===== config.mk =====
export PLATFORM = sky130hd
export DESIGN_NAME = uart_tx_fifo
export DESIGN_NICKNAME = d
export VERILOG_FILES = /design/src/rtl/uart_pkg.sv /design/src/rtl/sync_fifo.sv /design/src/rtl/uart_tx_fifo.sv
export SDC_FILE = /design/constraint.sdc
export NUM_CORES = 1
export LEC_CHECK = 0
export CAP_MARGIN = 20
export CORE_MARGIN = 4
export CORE_UTILIZATION = 59
export DETAILED_ROUTE_END_ITERATION = 8
export HOLD_SLACK_MARGIN = 0.05
export PLACE_DENSITY = 0.79
export SLEW_MARGIN = 25
export SYNTH_ARGS = -nofsm -noshare
export SYNTH_HDL_FRONTEND = slang
export SYNTH_SLANG_ARGS = --single-unit

===== constraint.sdc =====
create_clock -name clk -period 2.8 [get_ports clk]
set_clock_uncertainty 0.05 [all_clocks]
set_input_delay 0.28 -clock clk [delete_from_list [all_inputs] [get_ports clk]]
set_output_delay 0.28 -clock clk [all_outputs]
set_load 0.05 [all_outputs]

===== src/rtl/uart_pkg.sv =====
// Shared UART definitions used by both the transmit and receive paths.
package uart_pkg;

  // Frame-level FSM states.
  typedef enum logic [1:0] {
    ST_IDLE  = 2'd0,
    ST_START = 2'd1,
    ST_DATA  = 2'd2,
    ST_STOP  = 2'd3
  } uart_state_t;

  // 27 MHz / 115200 baud.
  localparam int DEFAULT_BAUD_DIV = 234;

  // Payload bits per frame.
  localparam int DATA_BITS = 8;

  // Width of an occupancy count able to hold 0..depth inclusive.
  function automatic int level_width(input int depth);
    return $clog2(depth) + 1;
  endfunction

endpackage


===== src/rtl/sync_fifo.sv =====
// Single-clock FIFO with occupancy count; pushes when full and pops when
// empty are ignored so callers may drive push/pop unconditionally.
module sync_fifo #(
  parameter int WIDTH = 8,
  parameter int DEPTH = 4
) (
  input  logic                     clk,
  input  logic                     rst_n,
  input  logic                     push,
  input  logic [WIDTH-1:0]         push_data,
  input  logic                     pop,
  output logic [WIDTH-1:0]         pop_data,
  output logic                     full,
  output logic                     empty,
  output logic [$clog2(DEPTH):0]   level
);

  localparam int AW = $clog2(DEPTH);

  logic [WIDTH-1:0] mem [DEPTH];
  logic [AW-1:0]    wr_ptr;
  logic [AW-1:0]    rd_ptr;
  logic [AW:0]      count;
  logic             push_ok;
  logic             pop_ok;

  assign push_ok  = push && !full;
  assign pop_ok   = pop && !empty;
  assign full     = (count == (AW+1)'(DEPTH));
  assign empty    = (count == '0);
  assign level    = count;
  // Head entry is visible immediately so the consumer can load it on the pop edge.
  assign pop_data = mem[rd_ptr];

  // Storage write; contents need no reset since count gates every read.
  always_ff @(posedge clk) begin
    if (push_ok) begin
      mem[wr_ptr] <= push_data;
    end
  end

  // Pointers wrap naturally because DEPTH is a power of two.
  always_ff @(posedge clk or negedge rst_n) begin
    if (!rst_n) begin
      wr_ptr <= '0;
      rd_ptr <= '0;
    end else begin
      if (push_ok) wr_ptr <= wr_ptr + 1'b1;
      if (pop_ok)  rd_ptr <= rd_ptr + 1'b1;
    end
  end

  // Occupancy: a simultaneous push and pop leaves the count unchanged.
  always_ff @(posedge clk or negedge rst_n) begin
    if (!rst_n) begin
      count <= '0;
    end else begin
      case ({push_ok, pop_ok})
        2'b10:   count <= count + 1'b1;
        2'b01:   count <= count - 1'b1;
        default: count <= count;
      endcase
    end
  end

endmodule


===== src/rtl/uart_tx_fifo.sv =====
// Buffered UART transmitter: valid/ready byte input into a small FIFO,
// serialized 8N1/8N2 LSB-first on a registered, idle-high line.
module uart_tx_fifo
  import uart_pkg::*;
#(
  parameter int BAUD_DIV   = DEFAULT_BAUD_DIV,
  parameter int FIFO_DEPTH = 4,
  parameter int STOP_BITS  = 1
) (
  input  logic                         clk,
  input  logic                         rst_n,
  input  logic [7:0]                   tx_data,
  input  logic                         tx_valid,
  output logic                         tx_ready,
  output logic                         uart_tx,
  output logic                         tx_busy,
  output logic                         tx_done,
  output logic [$clog2(FIFO_DEPTH):0]  fifo_level
);

  localparam int BAUD_W = $clog2(BAUD_DIV);
  localparam logic [BAUD_W-1:0] BAUD_LAST = BAUD_W'(BAUD_DIV - 1);
  localparam logic [2:0]        DATA_LAST = 3'(DATA_BITS - 1);
  localparam logic [2:0]        STOP_LAST = 3'(STOP_BITS - 1);

  uart_state_t       state;
  logic [BAUD_W-1:0] baud_cnt;
  logic [2:0]        bit_idx;
  logic [7:0]        shift_reg;

  logic              fifo_full;
  logic              fifo_empty;
  logic [7:0]        fifo_head;
  logic              baud_last;
  logic              stop_end;
  logic              pop;

  assign baud_last = (baud_cnt == BAUD_LAST);
  // bit_idx doubles as the stop-bit index while in STOP.
  assign stop_end  = (state == ST_STOP) && baud_last && (bit_idx == STOP_LAST);
  assign pop       = !fifo_empty && ((state == ST_IDLE) || stop_end);
  assign tx_ready  = !fifo_full;

  sync_fifo #(
    .WIDTH (8),
    .DEPTH (FIFO_DEPTH)
  ) u_fifo (
    .clk       (clk),
    .rst_n     (rst_n),
    .push      (tx_valid),
    .push_data (tx_data),
    .pop       (pop),
    .pop_data  (fifo_head),
    .full      (fifo_full),
    .empty     (fifo_empty),
    .level     (fifo_level)
  );

  // Frame FSM with baud/bit counters, shift register and registered line outputs.
  always_ff @(posedge clk or negedge rst_n) begin
    if (!rst_n) begin
      state     <= ST_IDLE;
      baud_cnt  <= '0;
      bit_idx   <= '0;
      shift_reg <= '0;
      uart_tx   <= 1'b1;
      tx_busy   <= 1'b0;
      tx_done   <= 1'b0;
    end else begin
      tx_done <= 1'b0;
      case (state)
        ST_IDLE: begin
          if (!fifo_empty) begin
            state     <= ST_START;
            shift_reg <= fifo_head;
            uart_tx   <= 1'b0;
            tx_busy   <= 1'b1;
            baud_cnt  <= '0;
            bit_idx   <= '0;
          end
        end

        ST_START: begin
          if (baud_last) begin
            baud_cnt <= '0;
            bit_idx  <= '0;
            state    <= ST_DATA;
            uart_tx  <= shift_reg[0];
          end else begin
            baud_cnt <= baud_cnt + 1'b1;
          end
        end

        ST_DATA: begin
          if (baud_last) begin
            baud_cnt <= '0;
            if (bit_idx == DATA_LAST) begin
              state   <= ST_STOP;
              bit_idx <= '0;
              uart_tx <= 1'b1;
            end else begin
              bit_idx   <= bit_idx + 1'b1;
              shift_reg <= shift_reg >> 1;
              uart_tx   <= shift_reg[1];
            end
          end else begin
            baud_cnt <= baud_cnt + 1'b1;
          end
        end

        ST_STOP: begin
          if (baud_last) begin
            baud_cnt <= '0;
            if (bit_idx == STOP_LAST) begin
              tx_done <= 1'b1;
              bit_idx <= '0;
              // Chain straight into the next start bit when more data is queued.
              if (!fifo_empty) begin
                state     <= ST_START;
                shift_reg <= fifo_head;
                uart_tx   <= 1'b0;
              end else begin
                state   <= ST_IDLE;
                tx_busy <= 1'b0;
              end
            end else begin
              bit_idx <= bit_idx + 1'b1;
            end
          end else begin
            baud_cnt <= baud_cnt + 1'b1;
          end
        end

        default: begin
          state   <= ST_IDLE;
          uart_tx <= 1'b1;
          tx_busy <= 1'b0;
        end
      endcase
    end
  end

endmodule


==> results of run 1 <==
[layer usage]
metal | track usage [%] | vias up | wire length (um)
met5 | 0 | - | 0
met4 | 8.28 | 0 | 121
met3 | 5.61 | 14 | 238
met2 | 31.9 | 45 | 2800
met1 | 28.7 | 988 | 2700
li1 | - | 951 | -
[synthesized netlist by cell type (2+ instances only)]
cell | count | share of area (%)
nand3_1 | 5 | 0.81
mux2_2 | 3 | 1.1
or2_2 | 3 | 0.60
xor2_1 | 4 | 1.1
edfxtp_1 | 32 | 31
a21oi_1 | 5 | 0.81
or3_1 | 2 | 0.40
nor4_1 | 2 | 0.40
xnor2_1 | 3 | 0.85
nor2_1 | 9 | 1.1
a22oi_2 | 6 | 2.4
a211oi_1 | 7 | 1.7
a31oi_1 | 5 | 1.0
o211ai_1 | 2 | 0.48
o21ai_0 | 9 | 1.5
and3_1 | 7 | 1.4
nand2_1 | 8 | 0.97
ha_1 | 16 | 6.4
nor3_1 | 3 | 0.48
inv_1 | 14 | 1.7
mux2i_1 | 16 | 5.2
nand2b_1 | 3 | 0.60
dfrtp_1 | 30 | 24
buf_6 | 3 | 1.1
o22ai_1 | 8 | 1.6
buf_2 | 3 | 0.48
clkbuf_1 | 3 | 0.36
[metrics by stage]
stage	worst slack, ns	power [mW]	instances	instance area, sq um	hold WS, ns
final	0.314	4.24	340	3540	0.302
after global routing	0.0436	4.55	340	3540	0.357
after global placement	0.405	3.40	324	3340	0.471
after detailed placement	0.295	3.45	324	3340	0.487
after floorplan	0.0234	2.99	241	3100	-0.0656
after CTS	0.298	4.25	340	3530	0.315
[cell type report]
class | count | area [sq um] | share of cell area (%)
tap | 70 | 87.6 | 2.48
multi-input combinational | 153 | 1240 | 35.1
clock buffer | 9 | 124 | 3.50
timing repair buffer | 24 | 223 | 6.29
clock inverter | 7 | 72.6 | 2.05
inverter | 14 | 52.6 | 1.49
sequential | 63 | 1740 | 49.1
[logic make-up after synthesis]
kind of cell / after synthesis / share of synthesized area (%)
compound gates: 58 / 14.5
xor+xnor: 7 / 1.98
fa+ha+maj: 17 / 7.09
buf+inv: 25 / 4.23
flops: 63 / 56.0
mux: 20 / 6.97
simple gates: 51 / 9.23
[worst max-delay path, cell delays in order, from the launching register on]
cell,delay (ns)
dfrtp_1,0.39
inv_1,0.08
ha_1,0.14
nand3b_1,0.12
nor4_1,0.39
o21a_1,0.19
ha_1,0.18
inv_1,0.06
fa_1,0.37
xor2_1,0.15
nor2_1,0.12
xor2_1,0.15
[power by group]
group / leakage [nW] / switching [mW] / total [mW] / internal, mW
Sequential: 0.668 / 0.250 / 1.54 / 1.29
Combinational: 0.699 / 1.08 / 1.91 / 0.833
Clock: 0.0956 / 0.382 / 0.794 / 0.412
Total: 1.46 / 1.71 / 4.24 / 2.53
[final timing paths]
path                                          start  depth (start not counted)                     endpoint  slack [ns]
min                                           rst_n                          1      baud_cnt[5]$_DFFE_PN0N_        0.30
min reg2reg                shift_reg[5]$_DFFE_PN0P_                          2     shift_reg[5]$_DFFE_PN0P_        0.50
min in group clk           shift_reg[5]$_DFFE_PN0P_                          2     shift_reg[5]$_DFFE_PN0P_        0.50
max reg2reg                 baud_cnt[1]$_DFFE_PN0N_                         11  u_fifo.level[2]$_DFFE_PN0P_        0.31
max in group asynchronous                     rst_n                          2  u_fifo.level[2]$_DFFE_PN0P_        1.71
max                         baud_cnt[1]$_DFFE_PN0N_                         11  u_fifo.level[2]$_DFFE_PN0P_        0.31
==> summary.txt, run 1 <==
CTS
  – TritonCTS Buffers: 9
  – Clock latency on the worst-skew pair: 0.35 ns
  – CTS Hold Buffers Added: 0
  – Postcts setup bufs: 0
  – CTS root buf: clkbuf_8
  – Clk sinks: 63
  – Clk buf depth: 2
  – CTS tree: built
  – Worst-path clk slew: 0.07 ns
  – Post-CTS resize count: 0
  – H-tree depth: 3

Floorplanning
  – Die Y: ~80 um
  – Initial Util: 60.8%
  – Die area: 6490 sq um
  – FP Rows: 26
  – Core footprint: 5110 sq um
  – I/O pin count: 18
  – Chip width: 80.5 um

Finish
  – Util after Layout: between 60 and 70%
  – Layout cell share with drive strength beyond 1: approximately 16%
  – N_diodes: 0
  – Leading cell type in the layout, fill and taps excluded: edfxtp_1
  – Nets@finish: 293
  – Fill count: 362
  – Synth-to-layout area growth: 14.0%
  – Most frequent cells in the layout: edfxtp_1 (32), dfrtp_1 (30), clkdlybuf4s50_1 (17)
  – Largest register FFs: 32

Logic synthesis
  – EDFF count, synth: 32
  – Seq/Total Area, Yosys: 56.0%
  – FFs w/ async S/R, synth: 49.2%
  – Distinct cells, synth: 57
  – Yosys warns: 0
  – Syn_nets: 269
  – Top FF cell, synth: edfxtp_1
  – Mapped Cells: 241
  – Netlist Area Pre-Place: ~3100 sq um
  – Syn avg cell area: 12.9 sq um
  – #FFs+latches synth: 63

Placed design
  – Buffers on Ports: 17
  – Hpwl dp: 4.05 mm
  – RePlAce Congestion: 0.868

Power
  – PwrDens: 1200 nW/um^2
  – Peak VDD IR: 857 uV
  – Pleak: 1.46 nW

GRT
  – Gr usage total: 21.0%
  – Total grt overflow: 0
  – Largest net degree at the start of global routing: 18
  – Antenna violations before repair: 0
  – Vias in the first global route: approximately 2100
  – First-pass GRT wire length: slightly above 10 mm

Drt
  – Post-Route WL: just under 6 mm
  – Vias per cell: 5.88
  – Per-cell routed wire length: 17.2 um
  – TritonRoute pass-1 iters: 4
  – Post-route DRC: 0
  – DRT antenna net count: 0
  – Via Count: 1998
  – Initial DRC Count: 157

Setup path
  – Worst EP required: between 3 and 4 ns
  – Arr. time, crit path: ~2.7 ns
  – Worst Path Max Fanout: 4
  – CP Launch Type: flip-flop
  – Worst setup EP type: flip-flop
  – WS Path Type: reg -> reg

Timing
  – Setup violators final: 0
  – Hold Vio Cnt, Final: 0
  – Final period demand of the worst path: 2.49 ns
  – Final slew viol count: 0
  – Worst-margin pin slew: around 0.87 ns
  – RSZ-0062 raised after global routing: false
  – Worst slew margin relative to its limit: 41.8%
  – Achievable frequency: ~400 MHz
  – Final worst path period share: 88.8%
  – Setup TNS: 0 ns

Hold path
  – Hold Crit Class: in -> async

Run status
  – Status: finished, final reports clean

Job
  – Total of max-cap violations: 0
Note: power is estimated with default switching activity, not from simulation.
==> run 2, diff against run 1 <==
CORE_UTILIZATION = 31   (was 59)
PLACE_DENSITY = unset   (was 0.79)
clock period = 3.2 ns   (was 2.8 ns; I/O delays follow)
==> summary.txt, run 2 (same netlist as run 1, synthesis figures left out) <==
Placed design
  – Post-Place Worst Slack: 0.464 ns (was 0.295 ns)
  – Hpwl dp: 4.03 mm (was 4.05 mm)
  – RePlAce Congestion: 0.774 (was 0.868)
  – Dpl cell area: 3390 sq um (was 3340 sq um)
  – Buffers on Ports: 17 (unchanged)

CTS
  – TritonCTS Buffers: 9 (unchanged)
  – Worst-path clk slew: 0.08 ns (was 0.07 ns)
  – H-tree depth: 3 (unchanged)
  – Clock latency on the worst-skew pair: 0.34 ns (was 0.35 ns)
  – CTS root buf: clkbuf_8 (unchanged)
  – Postcts setup bufs: 0 (unchanged)
  – Post-CTS resize count: 0 (unchanged)
  – CTS tree: built (unchanged)
  – Clk buf depth: 2 (unchanged)
  – CTS Hold Buffers Added: 0 (unchanged)
  – Clk sinks: 63 (unchanged)

Run status
  – Status: finished, final reports clean (unchanged)

Floorplanning
  – Die area: 11700 sq um (was 6490 sq um)
  – Chip width: 108 um (was 80.5 um)
  – I/O pin count: 18 (unchanged)
  – Core footprint: 9770 sq um (was 5110 sq um)
  – Die Y: 108 um (was 80.5 um)
  – FP Rows: 36 (was 26)
  – Initial Util: 31.8% (was 60.8%)

Setup path
  – Crit-path slowest cell: nor4_1 (was dfrtp_1)
  – Worst-path cell chain: ha_1 > inv_1 > nor4_1 > o21a_1 > ha_1 > inv_1 > fa_1 > xor2_1 > nor2_1 > xor2_1 (was inv_1 > ha_1 > nand3b_1 > nor4_1 > o21a_1 > ha_1 > inv_1 > fa_1 > xor2_1 > nor2_1 > xor2_1)
  – Worst setup EP type: flip-flop (unchanged)
  – CP Launch Type: flip-flop (unchanged)
  – CP peak stage delay: 0.48 ns (was 0.39 ns)
  – Worst path bufs/invs: 2 (unchanged)
  – Arr. time, crit path: 2.94 ns (was 2.70 ns)
  – R2R Setup Slk: 0.47 ns (was 0.31 ns)
  – Worst Path Max Fanout: 10 (was 4)
  – Worst EP required: 3.41 ns (was 3.02 ns)
  – Cell family with most CP delay: adder cells (unchanged)
  – WS Path Type: reg -> reg (unchanged)

Hold path
  – Hold Crit Class: in -> async (unchanged)

Finish
  – Fill count: 968 (was 362)
  – Util after Layout: 36.9% (was 69.3%)
  – Layout cell share with drive strength beyond 1: 14.3% (was 16.3%)
  – Leading cell type in the layout, fill and taps excluded: edfxtp_1 (unchanged)
  – Largest register FFs: 32 (unchanged)
  – Nets@finish: 290 (was 293)
  – N_diodes: 0 (unchanged)
  – Most frequent cells in the layout: edfxtp_1 (32), dfrtp_1 (30), clkdlybuf4s50_1 (17) (unchanged)
  – Synth-to-layout area growth: 16.0% (was 14.0%)
  – Finished layout cell area: 3600 sq um (was 3540 sq um)

GRT
  – Total grt overflow: 0 (unchanged)
  – Vias in the first global route: 1941 (was 2064)
  – Largest net degree at the start of global routing: 32 (was 18)
  – Antenna violations before repair: 0 (unchanged)
  – First-pass GRT wire length: 9.98 mm (was 10.1 mm)
  – Gr usage total: 11.2% (was 21.0%)

Timing
  – Final worst path period share: 85.2% (was 88.8%)
  – Final slew viol count: 0 (unchanged)
  – Worst slew margin relative to its limit: 37.1% (was 41.8%)
  – Setup violators final: 0 (unchanged)
  – Worst-margin pin slew: 0.944 ns (was 0.874 ns)
  – Hold Vio Cnt, Final: 0 (unchanged)
  – Final period demand of the worst path: 2.73 ns (was 2.49 ns)
  – Achievable frequency: 367 MHz (was 402 MHz)
  – Final WS setup: 0.472 ns (was 0.314 ns)
  – Setup TNS: 0 ns (unchanged)
  – RSZ-0062 raised after global routing: false (unchanged)

Power
  – Pleak: 1.45 nW (was 1.46 nW)
  – Total power: 3.74 mW (was 4.24 mW)
  – PwrDens: 1040 nW/um^2 (was 1200 nW/um^2)
  – Peak VDD IR: 696 uV (was 857 uV)

Drt
  – Vias per cell: 4.98 (was 5.88)
  – Initial DRC Count: 119 (was 157)
  – DRT antenna net count: 0 (unchanged)
  – Post-route DRC: 0 (unchanged)
  – TritonRoute pass-1 iters: 4 (unchanged)
  – Via Count: 1986 (was 1998)
  – Post-Route WL: 5.95 mm (was 5.86 mm)
  – Per-cell routed wire length: 14.9 um (was 17.2 um)

Job
  – Total of max-cap violations: 0 (unchanged)
[run 2: power breakdown]
part,switching [mW],internal (mW),total [mW]
clock network,0.311,0.431,0.741
registers,0.220,1.12,1.34
logic,0.939,0.719,1.66
[run 2: area by class of cell]
cell class / instances / area, sq um / area share, %
Clock buffer: 9 / 124 / 3.44
Multi-Input combinational cell: 153 / 1230 / 34.3
Inverter: 14 / 52.6 / 1.46
Timing Repair Buffer: 21 / 200 / 5.56
Tap cell: 133 / 166 / 4.62
Clock inverter: 6 / 86.3 / 2.40
Sequential cell: 63 / 1740 / 48.2
[run 2: metal layers]
layer | part of all wire (%) | vias to the layer above | GRT usage [%] | routed length, um
met2 | 46 | 40 | 16.3 | 2730
li1 | - | 937 | - | -
met1 | 49 | 998 | 15.6 | 2890
met4 | 2.1 | 0 | 4.33 | 122
met3 | 3.6 | 11 | 3.34 | 214
met5 | 0 | - | 0 | 0
[run 2: path summary, 6_finish.rpt]
| path | from | endpoint | depth (start not counted) |
|---|---|---|---|
| min in group clk | u_fifo.level[2]$_DFFE_PN0P_ | u_fifo.level[2]$_DFFE_PN0P_ | 1 |
| max in group asynchronous | rst_n | uart_tx$_DFFE_PN1P_ | 2 |
| hold reg to reg | u_fifo.level[2]$_DFFE_PN0P_ | u_fifo.level[2]$_DFFE_PN0P_ | 1 |
| setup reg to reg | state[1]$_DFFE_PN0P_ | u_fifo.level[2]$_DFFE_PN0P_ | 10 |
| hold / removal | rst_n | shift_reg[0]$_DFFE_PN0P_ | 2 |
| setup / recovery | state[1]$_DFFE_PN0P_ | u_fifo.level[2]$_DFFE_PN0P_ | 10 |
[run 2: stage by stage]
step | std cells | hold WS, ns
floorplan | 241 | -0.0256
global placement | 384 | 0.478
detailed placement | 384 | 0.487
CTS | 399 | 0.344
global route | 399 | 0.357
finish | 399 | 0.333
[run 2: worst register-to-register path, cell delays in order (launching register included)]
cell     delay (ns)
dfrtp_1        0.40
ha_1           0.36
inv_1          0.10
nor4_1         0.48
o21a_1         0.21
ha_1           0.20
inv_1          0.06
fa_1           0.37
xor2_1         0.15
nor2_1         0.12
xor2_1         0.15
